`src/rtl/game_state_ctrl.sv`:
```
// Game-flow controller for a flappy-bird style game: IDLE/PLAY/OVER/PAUSE sequencing,
// pipe-crossing score, best-score tracking and the post-game-over restart lockout.
module game_state_ctrl #(
  parameter int BIRD_X    = 160,
  parameter int OVER_HOLD = 500
) (
  input  logic       clk_2ms,
  input  logic       rst_n,
  input  logic       btn_flap,
  input  logic       btn_pause,
  input  logic       collision,
  input  logic [9:0] pip_X,
  output logic [1:0] state,
  output logic       flap,
  output logic [7:0] score,
  output logic [7:0] best,
  output logic       new_best
);

  typedef enum logic [1:0] {
    S_IDLE  = 2'd0,
    S_PLAY  = 2'd1,
    S_OVER  = 2'd2,
    S_PAUSE = 2'd3
  } state_t;

  localparam int HW = (OVER_HOLD > 1) ? $clog2(OVER_HOLD) : 1;
  localparam logic [HW-1:0] HOLD_LOAD = HW'(OVER_HOLD - 1);
  localparam logic [9:0]    BIRD_COL  = 10'(BIRD_X);

  state_t        state_q, state_d;
  logic          flap_q, flap_d;
  logic          new_best_q, new_best_d;
  logic [7:0]    score_q, score_d;
  logic [7:0]    best_q, best_d;
  logic [HW-1:0] hold_q, hold_d;
  logic          flap_prev, pause_prev;
  logic [9:0]    pip_prev;

  logic flap_edge, pause_edge, crossing;

  assign flap_edge  = btn_flap & ~flap_prev;
  assign pause_edge = btn_pause & ~pause_prev;
  // A reload jumps pip_X upward, so only a downward pass through BIRD_X counts.
  assign crossing   = (pip_prev > BIRD_COL) && (pip_X <= BIRD_COL);

  always_ff @(posedge clk_2ms or negedge rst_n) begin
    if (!rst_n) begin
      state_q    <= S_IDLE;
      flap_q     <= 1'b0;
      new_best_q <= 1'b0;
      score_q    <= 8'd0;
      best_q     <= 8'd0;
      hold_q     <= '0;
      flap_prev  <= 1'b0;
      pause_prev <= 1'b0;
      pip_prev   <= 10'd0;
    end else begin
      state_q    <= state_d;
      flap_q     <= flap_d;
      new_best_q <= new_best_d;
      score_q    <= score_d;
      best_q     <= best_d;
      hold_q     <= hold_d;
      flap_prev  <= btn_flap;
      pause_prev <= btn_pause;
      pip_prev   <= pip_X;
    end
  end

  always_comb begin
    state_d    = state_q;
    flap_d     = 1'b0;
    new_best_d = 1'b0;
    score_d    = score_q;
    best_d     = best_q;
    hold_d     = hold_q;
    case (state_q)
      S_IDLE: begin
        if (flap_edge) begin
          state_d = S_PLAY;
          score_d = 8'd0;
          flap_d  = 1'b1;
        end
      end
      S_PLAY: begin
        if (collision) begin
          state_d = S_OVER;
          hold_d  = HOLD_LOAD;
          if (score_q > best_q) begin
            best_d     = score_q;
            new_best_d = 1'b1;
          end
        end else begin
          if (crossing && (score_q != 8'hFF)) score_d = score_q + 8'd1;
          if (pause_edge)     state_d = S_PAUSE;
          else if (flap_edge) flap_d  = 1'b1;
        end
      end
      S_PAUSE: begin
        if (pause_edge) state_d = S_PLAY;
      end
      S_OVER: begin
        if (hold_q != '0)   hold_d  = hold_q - 1'b1;
        else if (flap_edge) state_d = S_IDLE;
      end
      default: state_d = S_IDLE;
    endcase
  end

  assign state    = state_q;
  assign flap     = flap_q;
  assign new_best = new_best_q;
  assign score    = score_q;
  assign best     = best_q;

endmodule

```
`config.mk`:
```
export PLATFORM = sky130hd
export DESIGN_NAME = game_state_ctrl
export DESIGN_NICKNAME = d
export VERILOG_FILES = /design/src/rtl/game_state_ctrl.sv
export SDC_FILE = /design/constraint.sdc
export NUM_CORES = 1
export LEC_CHECK = 0
export ABC_AREA = 1
export CAP_MARGIN = 10
export CORE_ASPECT_RATIO = 1.75
export CORE_MARGIN = 4
export CORE_UTILIZATION = 45
export CTS_BUF_LIST = sky130_fd_sc_hd__clkbuf_2 sky130_fd_sc_hd__clkbuf_4 sky130_fd_sc_hd__clkbuf_8
export DETAILED_ROUTE_END_ITERATION = 16
export GPL_TIMING_DRIVEN = 0
export PLACE_DENSITY = 0.74
export SYNTH_ARGS = -nofsm -noshare
export SYNTH_HDL_FRONTEND = slang
export SYNTH_SLANG_ARGS = --single-unit
export TNS_END_PERCENT = 10
```
`constraint.sdc`:
```
create_clock -name clk_2ms -period 1.84 [get_ports clk_2ms]
set_clock_uncertainty 0.1 [all_clocks]
set_input_delay 0.184 -clock clk_2ms [delete_from_list [all_inputs] [get_ports clk_2ms]]
set_output_delay 0.184 -clock clk_2ms [all_outputs]
set_load 0.05 [all_outputs]
```
Yosys cells after proc, flatten, opt, wreduce, memory -nomap -nowiden:

Index checks and enable logic that the tools add are counted.

* word-level logic and storage cells: 62
* register bits: 41
* output and inout bits: 20
* bits in latches: 0
* ROM bits: 0
* memory bits (writable): 0
* memories kept: 0

* add/sub/neg operators: 2
* multiply operators: 0
* muxes and demuxes: 21
* magnitude comparators: 3
* eq/ne operators: 13
* div/mod/pow operators: 0
* reductions and logical operators: 10
* shift-type cells: 0
* bitwise gates (word level): 4

Operator list (count)
* 8-bit two-way mux: 3
* 9-bit two-way mux: 2
* 9-bit case mux with 2 select lines: 1
* 2-bit inequality test, second input constant: 8
* 8-bit case mux with 2 select lines: 1
* 2-bit two-way mux: 6
* 10-bit by 8-bit > comparator with 1-bit output, second input constant: 1
* 10-bit by 8-bit <= comparator with 1-bit output, second input constant: 1
* 9-bit nonzero test: 1
* 9-bit by 1-bit subtractor with 9-bit output, second input constant: 1
* 8-bit by 1-bit adder with 8-bit output, second input constant: 1
* 8-bit > comparator: 1
* 8-bit inequality test, second input constant: 1
* 2-bit case mux with 4 select lines: 1
* 1-bit two-way mux: 6
* 3-bit AND reduction: 2
* 5-bit AND reduction: 1
* 2-bit equality test, second input constant: 2
* 4-bit AND reduction: 1
* 2-bit nonzero test: 2
* 3-bit inequality test, second input constant: 1
* 1-bit bitwise AND: 2
* 2-bit by 1-bit equality test with 1-bit output, second input constant: 1
* 1-bit logical AND: 2
* other kinds (3): 4

Logic depth before layout (Yosys ltp):

* word-level depth: 6
* depth in mapped cells: 11

Worst setup path after synthesis:

OpenSTA, ideal clock, no wires.

* kind: register -> register
* start: register best_q[7], in the netlist best[7]
* end: register best_q[5], in the netlist best[5]
* library setup time: 0.067 ns
* arrival: 1.886 ns
* slack: -0.213 ns
* data required time: 1.673 ns
* buffers on the path: 0
* period minus slack after synthesis: 2.053 ns
* cell stages (with the launch flop): 9
* cells stage by stage: dfrtp_1 > inv_1 > ha_1 > nand4_1 > nor3_1 > nor2_8 > nand2_4 > nand2_1 > nand2_1

* cells in the longest elaborated chain, start to end: 2

RTL lines
* from (decl): line 35 `logic [7:0] best_q, best_d;`
* from (signal assigned): line 63 `best_q <= best_d;`
* 8-bit > comparator: line 90 `if (score_q > best_q) begin`
* 3-bit AND reduction (no line)

No other way between the ends.
A chain may end at the register's enable or synchronous reset.

Worst setup path in the final report:

* start: register score_q[2], in the netlist score[2]
* end: register best_q[7], in the netlist best[7]

* cells in the longest elaborated chain, start to end: 2

RTL lines
* from (decl): line 34 `logic [7:0] score_q, score_d;`
* from (signal assigned): line 62 `score_q <= score_d;`
* 8-bit > comparator: line 90
* 3-bit AND reduction (no line)

No other way between the ends.

==> impl_table.tex <==
\begin{tabular}{lr}
\hline
Metric & Value \\
\hline
\multicolumn{2}{l}{\textbf{Run status}} \\
Status & finished, final reports clean \\
\multicolumn{2}{l}{\textbf{CTS}} \\
Sink count of the clock tree & 41 \\
Clock-pin slew of the registers on the worst-case setup and hold paths & about 0.080 ns \\
Clock tree from TritonCTS & yes \\
Root Buffer & clkbuf\_8 \\
Count of H-tree levels built during CTS & 2 \\
Later-pin clock latency in the skew report & 0.30 ns \\
Longest Clk Path Bufs & 2 \\
Number of buffers created by CTS & 5 \\
\multicolumn{2}{l}{\textbf{Synth}} \\
Synth top area share & 0.472 \\
Synth top area cells & dfrtp\_1 (47\%), nand2\_1 (12\%), inv\_1 (7.3\%) \\
Average cell area after synthesis & approximately 8 um\^{}2 \\
Cell count after synthesis & approximately 270 \\
Mapped cell area & 2170 um\^{}2 \\
Yosys warnings & 0 \\
Number of synthesized register bits & between 40 and 50 \\
Synthesized net count & about 300 \\
Cell taking the most area after synthesis & dfrtp\_1 \\
Synth unique cells & 25 \\
Post-synthesis sequential area ratio & 0.472 \\
\multicolumn{2}{l}{\textbf{GRT}} \\
Gr ovfl total & 0 \\
Pin count of the biggest net entering global routing & 42 \\
Overall routing resource usage & 0.161 \\
Number of antenna violations at the first check in global routing & 0 \\
Global-route wire length before repair & between 7 and 8 mm \\
Vias in the first global route & approximately 1.8k \\
\multicolumn{2}{l}{\textbf{Min path}} \\
Type of the worst min-delay path & in2reg \\
\multicolumn{2}{l}{\textbf{Detailed routing}} \\
Vias after detailed routing & around 1.9k \\
Drt wl/cell & 12.6 um \\
Vias/cell & slightly above 5 \\
Remaining antenna violation count & 0 \\
DRC Markers & 0 \\
Final WL & roughly 4.8 mm \\
Drt first-iter violations & 78 \\
Number of iterations in the first detailed-routing pass & 4 \\
\multicolumn{2}{l}{\textbf{STA}} \\
Number of failing setup endpoints in the final timing report & 0 \\
Final Max Tran Viols & 0 \\
Hold slack & roughly 0.25 ns \\
Slew at the pin closest to its max-slew limit & between 0.8 and 0.9 ns \\
Tcrit/Tclk final & 0.984 \\
Setup repair after global routing missed its margin & yes \\
Top achievable clock speed & $\sim$550 MHz \\
Rel. slew slack & 0.401 \\
Hold Fails Final Rpt & 0 \\
Post-route minimum period & roughly 1.8 ns \\
\multicolumn{2}{l}{\textbf{Worst setup path}} \\
Startpoint type of the worst setup path & register \\
Endpoint required time on the critical path & roughly 1.9 ns \\
Highest fanout seen on the critical path & 7 \\
Worst Setup Path Type & reg2reg \\
Reg2Reg Setup Slack & just under 0.03 ns \\
Arr. time, crit path & 1.90 ns \\
Critical path capture point type & register \\
\multicolumn{2}{l}{\textbf{Place}} \\
Weighted congestion reported at the end of routability-driven placement & around 0.8 \\
HPWL after detailed placement & roughly 3.3 mm \\
Post-place instance area & 2610 um\^{}2 \\
I/O Buffers & 34 \\
\multicolumn{2}{l}{\textbf{Cells and area}} \\
Area grow syn2layout & 36.2\% \\
Share of post-route cells with drive strength above 1 & 0.205 \\
Post-route cell area & around 3000 um\^{}2 \\
Number of nets in the layout & 351 \\
Count of antenna diodes in the layout & 0 \\
\multicolumn{2}{l}{\textbf{Power and ir drop}} \\
Sum of internal, switching and leakage power & 3.21 mW \\
Pwr/cell area & between 1000 and 1500 nW/um\^{}2 \\
Worst voltage drop across the vdd grid & 0.781 mV \\
Leakage power figure & between 1 and 1.5 nW \\
\multicolumn{2}{l}{\textbf{Floorplan}} \\
Number of top-level pins & 35 \\
X dimension of the die & just over 60 um \\
Starting density of the core & 0.466 \\
Core footprint & around 4700 um\^{}2 \\
Die extent in y & $\sim$100 um \\
Die area & 6050 um\^{}2 \\
Row cnt & 33 \\
\multicolumn{2}{l}{\textbf{Run}} \\
Max cap viols & 0 \\
\hline
\end{tabular}
[metal layers]
metal	routed length [um]	GRT usage	share of wire
met2	2770	0.313	0.58
met1	1770	0.158	0.37
met4	107	0.0651	0.022
met3	145	0.0270	0.030
met5	0	0	0
[metrics by stage]
step | cells | TNS [ns] | setup WS [ns] | util
after floorplan | 272 | 0 | 0.0284 | -
after global placement | 358 | -23.80 | -0.676 | 0.559
after detailed placement | 358 | -0.400 | -0.0542 | 0.558
after CTS | 367 | -0.262 | -0.0401 | 0.585
after global routing | 379 | -0.381 | -0.0551 | 0.634
final | 379 | 0 | 0.0297 | 0.634
[worst max-delay path, cell delays in order, from the launching register on]
cell      delay, ns
dfrtp_2        0.46
ha_1           0.30
nand2_2        0.07
o21a_1         0.24
o21bai_4       0.29
nand2_4        0.12
nand2_1        0.07
nand2_1        0.05
[flip-flops by register name, summed over array words and instances (netlist names)]
signal	count
best	8
flap	1
flap_prev	1
hold_q	9
new_best	1
pause_prev	1
pip_prev	10
score	8
state	2
[path summary, 6_finish.rpt]
path | cells after the start | start | end
min | 1 | pip_X[4] | pip_prev[4]$_DFF_PN0_
max in group asynchronous | 2 | rst_n | score[1]$_DFFE_PN0P_
max reg2reg | 7 | score[2]$_DFFE_PN0P_ | best[7]$_DFFE_PN0P_
max | 7 | score[2]$_DFFE_PN0P_ | best[7]$_DFFE_PN0P_
min in group asynchronous | 2 | rst_n | new_best$_DFF_PN0_
min reg2reg | 2 | hold_q[7]$_DFFE_PN0P_ | hold_q[7]$_DFFE_PN0P_
[what timing repair did]
item | CTS | global route
resized for setup | 8 | 28
hold buffers | 1 | 0
endpoints found under the hold margin | 41 | 0
endpoints found under the setup margin | 23 | 32
cloned | 0 | 2
setup buffers | 0 | 10
pin swaps | 0 | 9
[cells in the mapped netlist]
cell type and instances:
o21bai_1 1, inv_1 42, xor2_1 1, nand4_1 1, o21a_1 3, nor3_1 4
xnor2_1 1, inv_4 2, nand2_4 2, nand2_1 69, nand3b_1 1, o21bai_2 1
nor3_4 1, inv_2 2, nand3_1 30, a31oi_1 2, nor2_1 32, o21ai_0 10
dfrtp_1 41, nor2_4 1, ha_1 10, nor2_8 2, a21oi_1 11, and2_1 1
o21ai_2 1
[layout make-up]
type	count	area (um^2)
fill	397	1710
multi-input combinational	187	1120
sequential	41	1050
timing repair buffer	45	434
inverter	46	183
clock buffer	5	68.8
tap	52	65.1
clock inverter	3	46.3
[cell usage in the layout, fill, tap and decap left out, drive strengths merged]
cell type / synthesis / routed
bufinv: 0 / 1
inv: 46 / 46
nor3: 5 / 5
dfrtp: 41 / 41
dlymetal6s2s: 0 / 5
o21bai: 2 / 3
dlygate4sd3: 0 / 1
and2: 1 / 1
nand3: 30 / 30
clkinvlp: 0 / 1
nand3b: 1 / 1
clkdlybuf4s50: 0 / 23
clkbuf: 0 / 5
xor2: 1 / 1
clkinv: 0 / 1
o21a: 3 / 3
ha: 10 / 10
nor2: 35 / 35
o21ai: 11 / 11
buf: 0 / 11
a31oi: 2 / 2
nand4: 1 / 1
a21oi: 11 / 11
dlygate4sd2: 0 / 5
nand2: 71 / 72
xnor2: 1 / 1
[power breakdown]
part           internal (mW)  switching [mW]  leakage, nW  total (mW)
Combinational          0.479           0.853        0.942        1.33
Clock                  0.406           0.323       0.0543       0.729
Sequential              1.02           0.131        0.479        1.15
Total                   1.90            1.31         1.48        3.21
[cells by family after synthesis]
logic type / count (synthesis) / share of synthesized area
buffers and inverters: 46 / 0.0817
flip-flops: 41 / 0.472
AND/OR/NAND/NOR: 144 / 0.303
AO/OA/AOI/OAI: 29 / 0.0771
adder cells (fa/ha/maj): 10 / 0.0576
XOR/XNOR: 2 / 0.00806
No activity file was read; power rests on OpenSTA's default activity.
